[config.mk]
export PLATFORM = sky130hd
export DESIGN_NAME = mac_seq_ctrl_flat
export DESIGN_NICKNAME = d
export VERILOG_FILES = /design/src/rtl/mac_seq_ctrl_pkg.sv /design/src/rtl/mac_seq_ctrl_if.sv /design/src/rtl/mac_seq_ctrl_mac_8.sv /design/src/rtl/mac_seq_ctrl.sv /design/src/flat_wrapper.sv
export SDC_FILE = /design/constraint.sdc
export NUM_CORES = 1
export LEC_CHECK = 0
export BUFFER_PORTS_ARGS = -buffer_cell sky130_fd_sc_hd__buf_2
export CAP_MARGIN = 0
export CORE_ASPECT_RATIO = 0.7
export CORE_MARGIN = 3
export CORE_UTILIZATION = 50
export CTS_CLUSTER_DIAMETER = 200
export CTS_CLUSTER_SIZE = 30
export DETAILED_ROUTE_END_ITERATION = 10
export PLACE_DENSITY_LB_ADDON = 0.08
export SETUP_SLACK_MARGIN = 0.5
export SYNTH_ARGS = -nofsm -noshare
export SYNTH_HDL_FRONTEND = slang
export SYNTH_SLANG_ARGS = --single-unit
[constraint.sdc]
create_clock -name clk_i -period 4.2 [get_ports clk_i]
set_input_delay 0.42 -clock clk_i [delete_from_list [all_inputs] [get_ports clk_i]]
set_output_delay 0.42 -clock clk_i [all_outputs]
set_load 0.02 [all_outputs]
[src/rtl/mac_seq_ctrl_pkg.sv]
// Shared types, constants and helpers for the MAC sequencer and its datapath.
package mac_seq_ctrl_pkg;

  // Sequencer states: waiting for a command, streaming beats, presenting the result.
  typedef enum logic [1:0] {
    IDLE = 2'd0,
    RUN  = 2'd1,
    DONE = 2'd2
  } mac_state_e;

  localparam int MAC_LANES = 4;
  localparam int MAC_ACC_W = 32;

  // Extract byte lane k (bits [8k+7:8k]) from a packed 4-lane operand word.
  function automatic logic [7:0] lane_slice(input logic [31:0] word, input int unsigned k);
    return word[8*k +: 8];
  endfunction

endpackage

[src/rtl/mac_seq_ctrl_if.sv]
// Command, operand and result handshakes between the issue logic and the MAC sequencer.
interface mac_seq_ctrl_if #(
  parameter int LEN_W = 16
);
  // Command channel
  logic             cmd_valid_i;
  logic             cmd_ready_o;
  logic [LEN_W-1:0] cmd_len_i;
  logic [31:0]      cmd_acc_i;
  logic             cmd_relu_i;
  // Operand beat channel
  logic             op_valid_i;
  logic             op_ready_o;
  logic [31:0]      op_act_i;
  logic [31:0]      op_wgt_i;
  // Result channel
  logic             res_valid_o;
  logic             res_ready_i;
  logic [31:0]      res_data_o;

  // Sequencer side
  modport slave (
    input  cmd_valid_i, cmd_len_i, cmd_acc_i, cmd_relu_i,
    input  op_valid_i, op_act_i, op_wgt_i,
    input  res_ready_i,
    output cmd_ready_o, op_ready_o, res_valid_o, res_data_o
  );

  // Issue/decode side
  modport master (
    output cmd_valid_i, cmd_len_i, cmd_acc_i, cmd_relu_i,
    output op_valid_i, op_act_i, op_wgt_i,
    output res_ready_i,
    input  cmd_ready_o, op_ready_o, res_valid_o, res_data_o
  );
endinterface

[src/rtl/mac_seq_ctrl_mac_8.sv]
// Four-lane uint8 x int8 multiply-accumulate: sum_out = sum_in + sum(act_k * wgt_k), mod 2^32.
module mac_8
  import mac_seq_ctrl_pkg::*;
(
  input  logic [7:0]  in_i     [MAC_LANES],
  input  logic [7:0]  weight_i [MAC_LANES],
  input  logic [31:0] sum_in_i,
  output logic [31:0] sum_out_o
);

  logic signed [16:0] act_ext_s;
  logic signed [16:0] wgt_ext_s;
  logic signed [16:0] prod_s;
  logic [31:0]        sum_s;

  // Zero-extend activations, sign-extend weights, and add every lane product to the incoming sum.
  always_comb begin
    act_ext_s = 17'sd0;
    wgt_ext_s = 17'sd0;
    prod_s    = 17'sd0;
    sum_s     = sum_in_i;
    for (int k = 0; k < MAC_LANES; k++) begin
      act_ext_s = signed'({9'b0, in_i[k]});
      wgt_ext_s = signed'({{9{weight_i[k][7]}}, weight_i[k]});
      // Product range is [-32640, 32385], so the 17-bit result is exact.
      prod_s    = act_ext_s * wgt_ext_s;
      sum_s     = sum_s + {{15{prod_s[16]}}, prod_s};
    end
    sum_out_o = sum_s;
  end

endmodule

[src/rtl/mac_seq_ctrl.sv]
// Dot-product sequencer: takes a command, streams operand beats through mac_8 and returns the sum.
module mac_seq_ctrl
  import mac_seq_ctrl_pkg::*;
#(
  parameter int LEN_W = 16,
  parameter int ACC_W = 32
) (
  input  logic          clk_i,
  input  logic          rst_ni,
  input  logic          flush_i,
  mac_seq_ctrl_if.slave bus,
  output logic          busy_o
);

  // The datapath is hard-wired to a 32-bit accumulator.
  if (ACC_W != MAC_ACC_W) begin : g_bad_acc_w
    $error("mac_seq_ctrl: ACC_W must be 32");
  end

  mac_state_e       state_q, state_d;
  logic [31:0]      acc_q, acc_d;
  logic [LEN_W-1:0] cnt_q, cnt_d;
  logic             relu_q, relu_d;

  logic [7:0]  act_lane_s [MAC_LANES];
  logic [7:0]  wgt_lane_s [MAC_LANES];
  logic [31:0] mac_sum_s;

  // Split the packed operand words into per-lane bytes for the datapath.
  always_comb begin
    for (int k = 0; k < MAC_LANES; k++) begin
      act_lane_s[k] = lane_slice(bus.op_act_i, k);
      wgt_lane_s[k] = lane_slice(bus.op_wgt_i, k);
    end
  end

  mac_8 u_mac_8 (
    .in_i      (act_lane_s),
    .weight_i  (wgt_lane_s),
    .sum_in_i  (acc_q),
    .sum_out_o (mac_sum_s)
  );

  // Next-state logic: command capture, beat accumulation, result handoff, flush override.
  always_comb begin
    state_d = state_q;
    acc_d   = acc_q;
    cnt_d   = cnt_q;
    relu_d  = relu_q;
    case (state_q)
      IDLE: begin
        if (bus.cmd_valid_i) begin
          acc_d  = bus.cmd_acc_i;
          cnt_d  = bus.cmd_len_i;
          relu_d = bus.cmd_relu_i;
          if (bus.cmd_len_i == {LEN_W{1'b0}}) begin
            state_d = DONE;
          end else begin
            state_d = RUN;
          end
        end else begin
          state_d = IDLE;
        end
      end
      RUN: begin
        if (bus.op_valid_i) begin
          acc_d = mac_sum_s;
          cnt_d = cnt_q - LEN_W'(1);
          if (cnt_q == LEN_W'(1)) begin
            state_d = DONE;
          end else begin
            state_d = RUN;
          end
        end else begin
          state_d = RUN;
        end
      end
      DONE: begin
        if (bus.res_ready_i) begin
          state_d = IDLE;
        end else begin
          state_d = DONE;
        end
      end
      default: begin
        state_d = IDLE;
        acc_d   = 32'd0;
        cnt_d   = {LEN_W{1'b0}};
        relu_d  = 1'b0;
      end
    endcase
    // Abort wins over any handshake in the same cycle; in IDLE there is nothing to drop.
    if (flush_i && (state_q != IDLE)) begin
      state_d = IDLE;
      acc_d   = 32'd0;
      cnt_d   = {LEN_W{1'b0}};
    end else begin
      state_d = state_d;
    end
  end

  // State, accumulator, beat counter and ReLU flag registers.
  always_ff @(posedge clk_i or negedge rst_ni) begin
    if (!rst_ni) begin
      state_q <= IDLE;
      acc_q   <= 32'd0;
      cnt_q   <= {LEN_W{1'b0}};
      relu_q  <= 1'b0;
    end else begin
      state_q <= state_d;
      acc_q   <= acc_d;
      cnt_q   <= cnt_d;
      relu_q  <= relu_d;
    end
  end

  // Handshake and result outputs decoded purely from registered state, so they are stable within a cycle.
  always_comb begin
    bus.cmd_ready_o = 1'b0;
    bus.op_ready_o  = 1'b0;
    bus.res_valid_o = 1'b0;
    bus.res_data_o  = 32'd0;
    busy_o          = 1'b1;
    case (state_q)
      IDLE: begin
        bus.cmd_ready_o = 1'b1;
        busy_o          = 1'b0;
      end
      RUN: begin
        bus.op_ready_o = 1'b1;
      end
      DONE: begin
        bus.res_valid_o = 1'b1;
        if (relu_q && acc_q[31]) begin
          bus.res_data_o = 32'd0;
        end else begin
          bus.res_data_o = acc_q;
        end
      end
      default: begin
        busy_o = 1'b1;
      end
    endcase
  end

endmodule

[src/flat_wrapper.sv]
// flat-port wrapper written by rule: the top's interface ports become plain ports
module mac_seq_ctrl_flat import mac_seq_ctrl_pkg::*;
#(
  parameter int LEN_W = 16,
  parameter int ACC_W = 32
)
  (clk_i, rst_ni, flush_i, busy_o, bus_cmd_valid_i, bus_cmd_len_i, bus_cmd_acc_i, bus_cmd_relu_i, bus_op_valid_i, bus_op_act_i, bus_op_wgt_i, bus_res_ready_i, bus_cmd_ready_o, bus_op_ready_o, bus_res_valid_o, bus_res_data_o);
  mac_seq_ctrl_if #(.LEN_W(LEN_W)) bus_i ();
  input  logic clk_i;
  input  logic rst_ni;
  input  logic flush_i;
  output logic busy_o;
  input wire logic [$bits(bus_i.cmd_valid_i)-1:0] bus_cmd_valid_i;
  input wire logic [$bits(bus_i.cmd_len_i)-1:0] bus_cmd_len_i;
  input wire logic [$bits(bus_i.cmd_acc_i)-1:0] bus_cmd_acc_i;
  input wire logic [$bits(bus_i.cmd_relu_i)-1:0] bus_cmd_relu_i;
  input wire logic [$bits(bus_i.op_valid_i)-1:0] bus_op_valid_i;
  input wire logic [$bits(bus_i.op_act_i)-1:0] bus_op_act_i;
  input wire logic [$bits(bus_i.op_wgt_i)-1:0] bus_op_wgt_i;
  input wire logic [$bits(bus_i.res_ready_i)-1:0] bus_res_ready_i;
  output wire logic [$bits(bus_i.cmd_ready_o)-1:0] bus_cmd_ready_o;
  output wire logic [$bits(bus_i.op_ready_o)-1:0] bus_op_ready_o;
  output wire logic [$bits(bus_i.res_valid_o)-1:0] bus_res_valid_o;
  output wire logic [$bits(bus_i.res_data_o)-1:0] bus_res_data_o;
  assign bus_i.cmd_valid_i = bus_cmd_valid_i;
  assign bus_i.cmd_len_i = bus_cmd_len_i;
  assign bus_i.cmd_acc_i = bus_cmd_acc_i;
  assign bus_i.cmd_relu_i = bus_cmd_relu_i;
  assign bus_i.op_valid_i = bus_op_valid_i;
  assign bus_i.op_act_i = bus_op_act_i;
  assign bus_i.op_wgt_i = bus_op_wgt_i;
  assign bus_i.res_ready_i = bus_res_ready_i;
  assign bus_cmd_ready_o = bus_i.cmd_ready_o;
  assign bus_op_ready_o = bus_i.op_ready_o;
  assign bus_res_valid_o = bus_i.res_valid_o;
  assign bus_res_data_o = bus_i.res_data_o;
  mac_seq_ctrl #(.LEN_W(LEN_W), .ACC_W(ACC_W)) u_core (.clk_i(clk_i), .rst_ni(rst_ni), .flush_i(flush_i), .bus(bus_i), .busy_o(busy_o));
endmodule
==> flow_summary_export.csv <==
group,metric,value,unit
cells_and_area,nets,2737,
cts,clk_path_buf_depth,2,
synthesis,yosys_warnings,0,
cts,clock_latency,0.31,ns
global_route,grt_busiest_layer,"met1",
timing,skew,0.0112,ns
timing,rsz0062_at_grt,"true",
synthesis,synth-main-ff-cell,"dfrtp_1",
cts,root_buffer,"clkbuf_16",
global_route,grtUsageTotal,0.272,
drt,routedWlPerCell,16.8,µm
critical_path,crit_fanout,5,
critical_path,r2r_cells,14,
synthesis,synth.area.top_cells,"fa_1, ha_1, dfrtp_1",
place,dp_hpwl,35.1,mm
synthesis,yosysUniqueCellTypes,57,
run,drv_cap,0,
critical_path,cp_common_cell,"fa_1",
critical_path,crit_path_start_kind,"input pin",
critical_path,r2r_slack,0.70,ns
die,num_rows,52,
die,dieHeight,150,µm
synthesis,syn-cell-area,0.0148,mm²
synthesis,synth_cells,1740,
drt,via_per_inst,5.27,
cells_and_area,diodes,0,
cells_and_area,syn_to_final_growth,40.7,%
global_route,use_met3,0.0365,
critical_path,critical_path.max_stage_delay,0.63,ns
critical_path,required,4.39,ns
place,portBuffers,154,
cts,cts_tree,"done",
drt,ant_nets,0,
timing,fin_ws,-3.56,ns
cells_and_area,fill_cells,2248,
die,initial_core_util,0.511,
global_route,grt_pass1_vias,13489,
drt,vias,13567,
critical_path,crit_path_start,"bus_op_act_i[7]",
die,core-area,0.0291,mm²
timing,slew_viol_final,0,
timing,holdWs,0.216,ns
die,die-area,0.0318,mm²
timing,fmax,129,MHz
critical_path,r2r-start,"u_core.acc_q[1]$_DFFE_PN0P_",
timing,finalHoldViolations,0,
worst_hold_path,hp-class,"input pin to asynchronous set/reset pin",
critical_path,rr_endpoint,"u_core.acc_q[30]$_DFFE_PN0P_",
synthesis,post-synth-top-area-cell,"fa_1",
global_route,grt_util_met1,0.429,
synthesis,synth_async_sr_flop_share,1.00,
synthesis,ys_ff_latch,51,
synthesis,syn_area_per_cell,8.53,µm²
cells_and_area,final_common_cell,"buf_4",
timing,period_minus_slack,7.76,ns
drt,drtIter0Drc,852,
cells_and_area,drive_above_1_share,0.373,
global_route,grt_pass1_wl,69.9,mm
synthesis,synth_edf_count,0,
cells_and_area,final_cell_mix,"buf_4, inv_1, fa_1",
critical_path,arrival,7.95,ns
global_route,antenna_found_initial,0,
cts,clk_pin_slew,0.07,ns
timing,min_period_over_period,1.85,
cts,holdBufCountCts,0,
die,ios,155,
synthesis,ys_seq_area_frac,0.0859,
synthesis,synth_nets,2283,
global_route,grt_max_degree,34,
critical_path,path_class,"input pin to register",
drt,drcViolationCount,0,
cts,h-tree-depth,2,
synthesis,synth_top_area_frac,0.287,
status,status,"complete, but fails checks",
timing,maxSlewHeadroom,0.188,
global_route,gr-total-overflow,0,
global_route,grtUsageMet2,0.410,
timing,setup_viol,29,
place,place_congestion,0.932,
cts,cts_sinks,51,
timing,tightestPinTransition,1.22,ns
drt,dr.pass1.iters,5,
cts,cts_made_buffers,5,
drt,drt_wl_total,43.3,mm
critical_path,slowest_stage,"fa_2",
die,die_w,212,µm
critical_path,end_kind,"register",
status,violations,"setup timing",
per-stage QoR:
stage	cell area [µm²]	util	setup TNS, ns	std cells	setup WS (ns)
final	20900	0.718	-78.07	2573	-3.56
after floorplan	15600	-	-69.55	1740	-3.57
after detailed placement	18900	0.649	-91.44	2531	-4.05
after CTS	20400	0.701	-76.29	2562	-3.46
after global routing	20900	0.718	-84.85	2573	-3.84
after global placement	18900	0.649	-89.73	2531	-4.00
cells by family after synthesis:
family / after synthesis / share of synthesized area
simple gates: 541 / 0.189
flops: 51 / 0.0859
compound gates: 283 / 0.120
mux: 1 / 0.000758
buf+inv: 358 / 0.0906
fa+ha+maj: 424 / 0.465
xor+xnor: 82 / 0.0484
cells in the mapped netlist (5+ instances only):
| master | n |
|---|---|
| o21ai_1 | 20 |
| a211oi_1 | 22 |
| o21ai_0 | 37 |
| dfrtp_1 | 51 |
| a221oi_1 | 10 |
| a31oi_1 | 17 |
| nor2_1 | 104 |
| fa_1 | 213 |
| o31ai_1 | 5 |
| o41ai_1 | 5 |
| o211ai_1 | 6 |
| o21a_1 | 13 |
| xnor2_1 | 53 |
| nand2b_1 | 20 |
| a41oi_1 | 5 |
| inv_1 | 325 |
| or3_1 | 8 |
| o21bai_1 | 8 |
| xor2_1 | 29 |
| clkbuf_1 | 29 |
| nand4_1 | 10 |
| ha_1 | 211 |
| nor4_1 | 8 |
| a21o_1 | 18 |
| nand3_1 | 9 |
| nor2b_1 | 10 |
| a21oi_1 | 85 |
| nand2_1 | 132 |
| and2_1 | 186 |
| nor4b_1 | 5 |
| nor3_1 | 30 |
| a22oi_1 | 16 |
worst max-delay path by stage:
stage                                         to  cells after the start
floorplan           u_core.acc_q[29]$_DFFE_PN0P_                     30
global placement    u_core.acc_q[30]$_DFFE_PN0P_                     31
detailed placement  u_core.acc_q[30]$_DFFE_PN0P_                     30
CTS                 u_core.acc_q[29]$_DFFE_PN0P_                     31
global route        u_core.acc_q[31]$_DFFE_PN0P_                     30
finish              u_core.acc_q[31]$_DFFE_PN0P_                     32
layer usage:
metal / routed length, µm / part of all wire / up-vias
li1: - / - / 6546
met1: 21100 / 0.49 / 6607
met2: 19300 / 0.45 / 382
met3: 2560 / 0.059 / 32
met4: 352 / 0.0081 / 0
met5: 0 / 0 / -
state kept, by name (all words and copies together) (netlist names):
name and count:
u_core.acc_q 32, u_core.cnt_q 16, u_core.relu_q 1, u_core.state_q 2
critical path, delay by kind of cell:
family | cells | cell delay, ns
fa+ha+maj | 9 | 4.24
simple gates | 4 | 0.70
buf+inv | 9 | 1.01
xor+xnor | 1 | 0.22
compound gates | 9 | 1.37
timing repair:
item / in CTS / in global routing
pin swaps: 118 / 77
gates resized for setup: 262 / 94
buffers inserted: 22 / 11
gates cloned: 1 / 0
endpoints found under the setup margin: 30 / 29
final cells by class:
class	count	area, µm²	share of cell area
clock buffer	6	139	0.00665
clock inverter	2	35.0	0.00168
inverter	325	1240	0.0593
multi-input combinational	1331	14100	0.675
sequential	51	1280	0.0611
tap	378	473	0.0226
timing repair buffer	479	3610	0.173
timing repair inverter	1	7.51	0.000359
Power is not shown: default switching activity piles up to over one toggle a cycle in this logic, so the estimate is an artifact.
